===== src/rtl/i2c_tx_arbiter.sv =====
// rtl/i2c_tx_arbiter.sv - round-robin two-requester arbiter for an I2C transmit controller
// Optional WAIT timeout abort enabled by defining I2C_TX_TIMEOUT_EN.
module i2c_tx_arbiter #(
  parameter int TIMEOUT_CYCLES = 1024
) (
  input  logic       clk,
  input  logic       reset,
  input  logic       req0,
  input  logic [7:0] size0,
  input  logic [7:0] burst0,
  input  logic       req1,
  input  logic [7:0] size1,
  input  logic [7:0] burst1,
  input  logic       txStop,
  output logic       gnt0,
  output logic       gnt1,
  output logic       startTx,
  output logic [7:0] sizeSel,
  output logic [7:0] burstSel,
  output logic       busy,
  output logic       done0,
  output logic       done1,
  output logic       err
);

  typedef enum logic [2:0] {IDLE, GRANT, LAUNCH, WAIT, DONE} state_t;

  state_t state;
  logic   last_served;
  logic   owner;
  logic   win1;

`ifdef I2C_TX_TIMEOUT_EN
  localparam int CW = (TIMEOUT_CYCLES > 1) ? $clog2(TIMEOUT_CYCLES) : 1;
  localparam logic [CW-1:0] LIMIT = CW'(TIMEOUT_CYCLES - 1);
  logic [CW-1:0] cnt;
`endif

  // On a tie the requester that was not served last wins.
  assign win1 = req1 & (~req0 | ~last_served);

  always_ff @(posedge clk or negedge reset) begin
    if (!reset) begin
      state       <= IDLE;
      last_served <= 1'b1;
      owner       <= 1'b0;
      gnt0        <= 1'b0;
      gnt1        <= 1'b0;
      startTx     <= 1'b0;
      sizeSel     <= 8'd0;
      burstSel    <= 8'd0;
      busy        <= 1'b0;
      done0       <= 1'b0;
      done1       <= 1'b0;
      err         <= 1'b0;
`ifdef I2C_TX_TIMEOUT_EN
      cnt         <= '0;
`endif
    end else begin
      startTx <= 1'b0;
      done0   <= 1'b0;
      done1   <= 1'b0;
      err     <= 1'b0;
      case (state)
        IDLE: begin
          if (req0 || req1) begin
            state    <= GRANT;
            owner    <= win1;
            gnt0     <= ~win1;
            gnt1     <= win1;
            busy     <= 1'b1;
            sizeSel  <= win1 ? size1 : size0;
            burstSel <= win1 ? burst1 : burst0;
          end
        end
        GRANT: begin
          if (sizeSel != 8'd0) begin
            state   <= LAUNCH;
            startTx <= 1'b1;
          end else begin
            // Zero-length transfer completes without launching the controller.
            state <= DONE;
            gnt0  <= 1'b0;
            gnt1  <= 1'b0;
            done0 <= ~owner;
            done1 <= owner;
          end
        end
        LAUNCH: begin
          state <= WAIT;
`ifdef I2C_TX_TIMEOUT_EN
          cnt   <= '0;
`endif
        end
        WAIT: begin
          if (txStop) begin
            state <= DONE;
            gnt0  <= 1'b0;
            gnt1  <= 1'b0;
            done0 <= ~owner;
            done1 <= owner;
          end
`ifdef I2C_TX_TIMEOUT_EN
          else if (cnt == LIMIT) begin
            state <= DONE;
            gnt0  <= 1'b0;
            gnt1  <= 1'b0;
            done0 <= ~owner;
            done1 <= owner;
            err   <= 1'b1;
          end else begin
            cnt <= cnt + 1'b1;
          end
`endif
        end
        DONE: begin
          state       <= IDLE;
          busy        <= 1'b0;
          last_served <= owner;
        end
        default: state <= IDLE;
      endcase
    end
  end

endmodule

===== config.mk =====
export PLATFORM = sky130hd
export DESIGN_NAME = i2c_tx_arbiter
export DESIGN_NICKNAME = d
export VERILOG_FILES = /design/src/rtl/i2c_tx_arbiter.sv
export SDC_FILE = /design/constraint.sdc
export NUM_CORES = 1
export LEC_CHECK = 0
export BUFFER_PORTS_ARGS = -buffer_cell sky130_fd_sc_hd__buf_2
export CAP_MARGIN = 10
export CORE_MARGIN = 3
export CORE_UTILIZATION = 49
export DETAILED_ROUTE_END_ITERATION = 10
export MAX_ROUTING_LAYER = met4
export PLACE_DENSITY = 0.84
export REMOVE_ABC_BUFFERS = 1
export SLEW_MARGIN = 10
export SYNTH_ARGS = -nofsm -noshare
export SYNTH_HDL_FRONTEND = slang
export SYNTH_SLANG_ARGS = --single-unit

===== constraint.sdc =====
create_clock -name clk -period 3 [get_ports clk]
set_clock_uncertainty 0.05 [all_clocks]
set_input_delay 0.15 -clock clk [delete_from_list [all_inputs] [get_ports clk]]
set_output_delay 0.15 -clock clk [all_outputs]
set_load 0.01 [all_outputs]

-- Yosys cells after proc, flatten, opt, wreduce, memory -nomap -nowiden
Cells that the tools add are included.
- reductions and logical operators: 9
- eq/ne operators: 7
- multiplexer cells: 22
- bitwise gates (word level): 6
- operators by type and width (kind ; count):
    $mux 8 ; 2
    $pmux 3 s4 ; 1
    $mux 1 ; 11
    $mux 3 ; 3
    $reduce_bool 8->1 ; 1
    $eq 3x2->1 const B ; 2
    $ne 2x2->1 const B ; 3
    $pmux 1 s2 ; 3
    $pmux 1 s3 ; 2
    $reduce_and 2->1 ; 3
    $not 1->1 ; 4
    $reduce_and 4->1 ; 1
    $eq 3x1->1 const B ; 1
    $eq 3x3->1 const B ; 1
    $logic_not 3->1 ; 1
    $reduce_bool 3->1 ; 1
    $reduce_bool 2->1 ; 1
    $and 1x1->1 ; 1
    $logic_or 1x1->1 ; 1
    $or 1x1->1 ; 1
- input port bits: 37
- bits in registers: 27
- output and inout port bits: 23
- word-level logic and storage cells: 55

-- Depth between registers and ports, before layout
- depth after elaboration: 6
- mapped depth: 5
- depth with buffers taken out: 4

-- Worst setup path before layout
Ideal clock, no wire load.
- kind: register -> register
- from: register sizeSel[1]
- to: register gnt1
- clock period less this slack: 1364 ps
- arrival time: 1193 ps
- data required time: 2829 ps
- buffers on the path: 0
- cell stages (with the launch flop): 5
- library setup time: 121 ps
- setup slack: 1636 ps
- cells stage by stage: dfrtp_1 -> nor4_2 -> a21oi_1 -> a21o_1 -> a22o_1
- cells in the longest elaborated chain, start to end: 3
- RTL lines (what ; line ; RTL):
    from (decl) ; 18 ; output logic [7:0] sizeSel,
    from (signal assigned) ; 72 ; sizeSel <= win1 ? size1 : size0;
    $reduce_bool 8->1 ; 77 ; if (sizeSel != 8'd0) begin
    $ne 2x2->1 (no source line) ; -- ;
    $reduce_and 4->1 (no source line) ; -- ;
    to (signal assigned) ; 70 ; gnt1 <= win1;
    to (decl) ; 16 ; output logic gnt1,
No other way between the ends.
A chain may end at the register's enable or synchronous reset.

-- Worst setup path after layout
- from: register state[2]
- to: register gnt1
- cells in the longest elaborated chain, start to end: 3
- elaborated cells on any way between the ends: 9
- those cells by class: eq/ne: 5; mux: 1; reduce/logical: 3
- RTL lines (what ; line ; RTL):
    from (decl) ; 28 ; state_t state;
    from (signal assigned) ; 44 ; state <= IDLE;
    from (signal assigned) ; 67 ; state <= GRANT;
    from (signal assigned) ; 78 ; state <= LAUNCH;
    $eq 3x1->1, or another cell as far along ; 64 ; case (state)
    $ne 2x2->1 (no source line) or $reduce_bool 3->1 (tied branches) ; -- ;
    $reduce_and 4->1 (no source line) ; -- ;
Parallel ways exist; a longest one is shown, timed or not.

==> summary.txt <==
GRT
  • Largest net degree at the start of global routing: 35
  • Grt total ovfl: 0
  • Vias in the first global route: 1047
  • First-pass GRT wire length: 4460 um
  • Tot GR Track Use: between 15 and 20%
  • Initial antenna violation count: 0

Clock tree
  • Post-CTS setup buffers: 0
  • H-tree levels: 1
  • Inserted Clock Buffers: 3
  • Clock Pin Slew Worst Setup and Hold Paths: 0.13 ns
  • Skew-Pair Late Insertion Delay: 0.32 ns
  • Clock tree root driver cell: clkbuf_4
  • CTS max path bufs: 2
  • Hold_buf cts: 1
  • CTS tree: yes
  • CTS resizes: 0
  • Clock Sinks: 27

Power
  • Sw Share: 40.9%
  • Leakage: approximately 0.85 nW
  • Combinational share of power: ~43%
  • Clock network fraction of total power: between 10% and 20%
  • Final Power: 1.46 mW
  • Internal Power: approximately 860 uW
  • NetSw: 597 uW
  • Pwr dens: 915 nW/um2
  • Maximum vdd drop: about 0.57 mV
  • Sequential power share: between 40 and 50%

Yosys
  • Largest family of logic cells by synthesized area: simple AND/OR/NAND/NOR gates
  • Post-synthesis adder-cell area fraction: 0%
  • Sequential area share after synthesis: 52.8%
  • Largest cells by area after synthesis: dfrtp_1 (51%), mux2i_1 (13%), nand2_1 (6.4%), o21ai_0 (4.3%), buf_6 (2.6%)
  • FF+latch count, synth: 27
  • Cell with the most instances after synthesis: dfrtp_1
  • EDFF count, synth: 0
  • Synth area leader: dfrtp_1
  • Synth Area per Inst: 10.8 um2
  • Simple-Gate Fraction of Synth Area: 14.6%
  • Synth Area in XOR/XNOR: 0%
  • Post-synthesis cell type count: 28
  • Post-synth design cell area: around 1300 um2
  • Ys async rst share: 100%
  • Compound-Gate Fraction of Synth Area: 14.4%
  • Cells after Synth: 119
  • Commonest cells in the synthesized netlist: dfrtp_1 (26), nand2_1 (22), mux2i_1 (16)
  • Mux contribution to synthesized area: 13.4%
  • Syn. warnings: 0
  • Yosys top cell area share: 50.8%
  • Top_reg_cell synth: dfrtp_1

STA
  • Fin. max-slew vios: 0
  • Fmax: roughly 0.57 GHz
  • Final clock period utilization by the worst path: between 50% and 60%
  • Setup violators final: 0
  • Unrepaired setup endpoints after global routing: false
  • Final setup margin: about 1.3 ns
  • Setup TNS Final: 0 ns
  • Fin. Hold Viols: 0
  • Relative slew slack: 62.6%
  • Worst-Margin Slew: 0.561 ns
  • Fin crit period: 1.75 ns

Worst hold path
  • Worst Hold Launch: size0[0]
  • Hold Path Sink: sizeSel[0]
  • Hold path depth: 3
  • Worst hold path class: in -> reg

Critical path
  • Crit path required time: 3.17 ns
  • Max FO, Critical Path: 34
  • Data arrival time of the critical path: about 1.9 ns
  • R2R Path End: gnt1
  • Worst Reg-to-Reg Cells: 4
  • R2R Path Start: state[2]
  • Crit end category: flop
  • R2R setup slack: about 1.3 ns
  • Kind of critical path: reg -> reg
  • Startpoint class of the critical path: flop

Floorplanning
  • Chip width: 57.1 um
  • Cell Rows: 17
  • Die Y: 57.1 um
  • I/O pins: 60
  • Total Die Area: 3260 um2
  • Core Area: about 2300 um2
  • Initial core utilization: 54.8%

Detailed routing
  • Remaining DRCs: 0
  • Final wirelength: 2730 um
  • Final ANT Viol Nets: 0
  • Avg Vias per Cell: 5.24
  • Initial drt markers: 37
  • 1st-pass router iterations: 4
  • WL/cell: 13.3 um
  • Vias after detailed routing: ~1100

Placed design
  • Pre-CTS setup slack: 1.25 ns
  • Port Buffers: 58
  • Detailed placement HPWL: 2180 um
  • RePlAce Congestion: 0.798
  • DP Area: 1560 um2

Finish
  • Layout cells sized above 1: between 40% and 50%
  • Final #Nets: 215
  • P&R area growth vs syn: 24.6%
  • Post-layout utilization of the core: 68.2%
  • Post-route cell area: 1600 um2
  • Diode count: 0
  • Largest regs: burstSel x8, sizeSel x8, state x3
  • Fill count: 192

Status
  • Status: complete, no violations

Flow run
  • Max_cap viols: 0
==> power by group through the flow <==
stage	Combinational (mW)	Clock, mW	Sequential [mW]
after floorplan	0.334	0	0.724
after global placement	0.610	0	0.673
after detailed placement	0.644	0	0.680
after CTS	0.641	0.156	0.676
after global routing	0.704	0.171	0.701
final	0.633	0.150	0.678
==> worst max path at each step <==
stage / slack (ns) / depth (start not counted) / start / end
after global routing: 1.14 / 4 / state[2] / gnt1
after CTS: 1.25 / 4 / state[2] / gnt1
after global placement: 1.34 / 4 / state[2] / gnt1
final: 1.25 / 4 / state[2] / gnt1
after floorplan: 1.39 / 3 / last_served / burstSel[2]
after detailed placement: 1.25 / 4 / state[2] / gnt1
==> logic make-up after synthesis <==
| group | Yosys count |
|---|---|
| compound gates | 31 |
| mux | 17 |
| simple gates | 36 |
| other cells | 1 |
| flops | 27 |
| buf+inv | 7 |
==> critical path, cell delays in order (launching register included) <==
cell and delay, ns:
dfrtp_1 0.49, nor3_4 0.31, nand2_2 0.36, a21o_1 0.27, a22o_1 0.18
==> through the flow <==
stage          std cells  hold WS (ns)
5_1_grt              205        0.0288
3_5_place_dp         200         0.128
6_report             205        0.0419
4_1_cts              205        0.0355
3_3_place_gp         200         0.125
2_1_floorplan        113        -0.196
==> layout make-up <==
class / instances / area (um2) / area share [%]
inverters: 1 / 3.75 / 0.235
multi-input cells: 85 / 547 / 34.2
clock buffers: 4 / 26.3 / 1.65
well taps: 28 / 35.0 / 2.19
flip-flops and latches: 27 / 677 / 42.4
repair buffers: 60 / 308 / 19.3
==> per-layer routing <==
metal,wire length [um],GRT usage (%),vias to the layer above
met5,0,-,-
met4,25,3.97,0
met3,183,2.71,2
met2,1360,30.5,49
met1,1150,22.4,498
li1,-,-,526
==> placed cells by master, fill, tap and decap left out, types with 2 or more instances in the layout <==
master and count:
o21ai_1 5, buf_2 58, dfrtp_1 26, nand2b_1 3, nand2_1 22, a21oi_1 6, nor4_2 2, o21ai_0 11
a22o_1 2, clkbuf_4 3, nor2_1 3, a21o_1 3, mux2i_1 16
(Power assumes the default switching activity.)
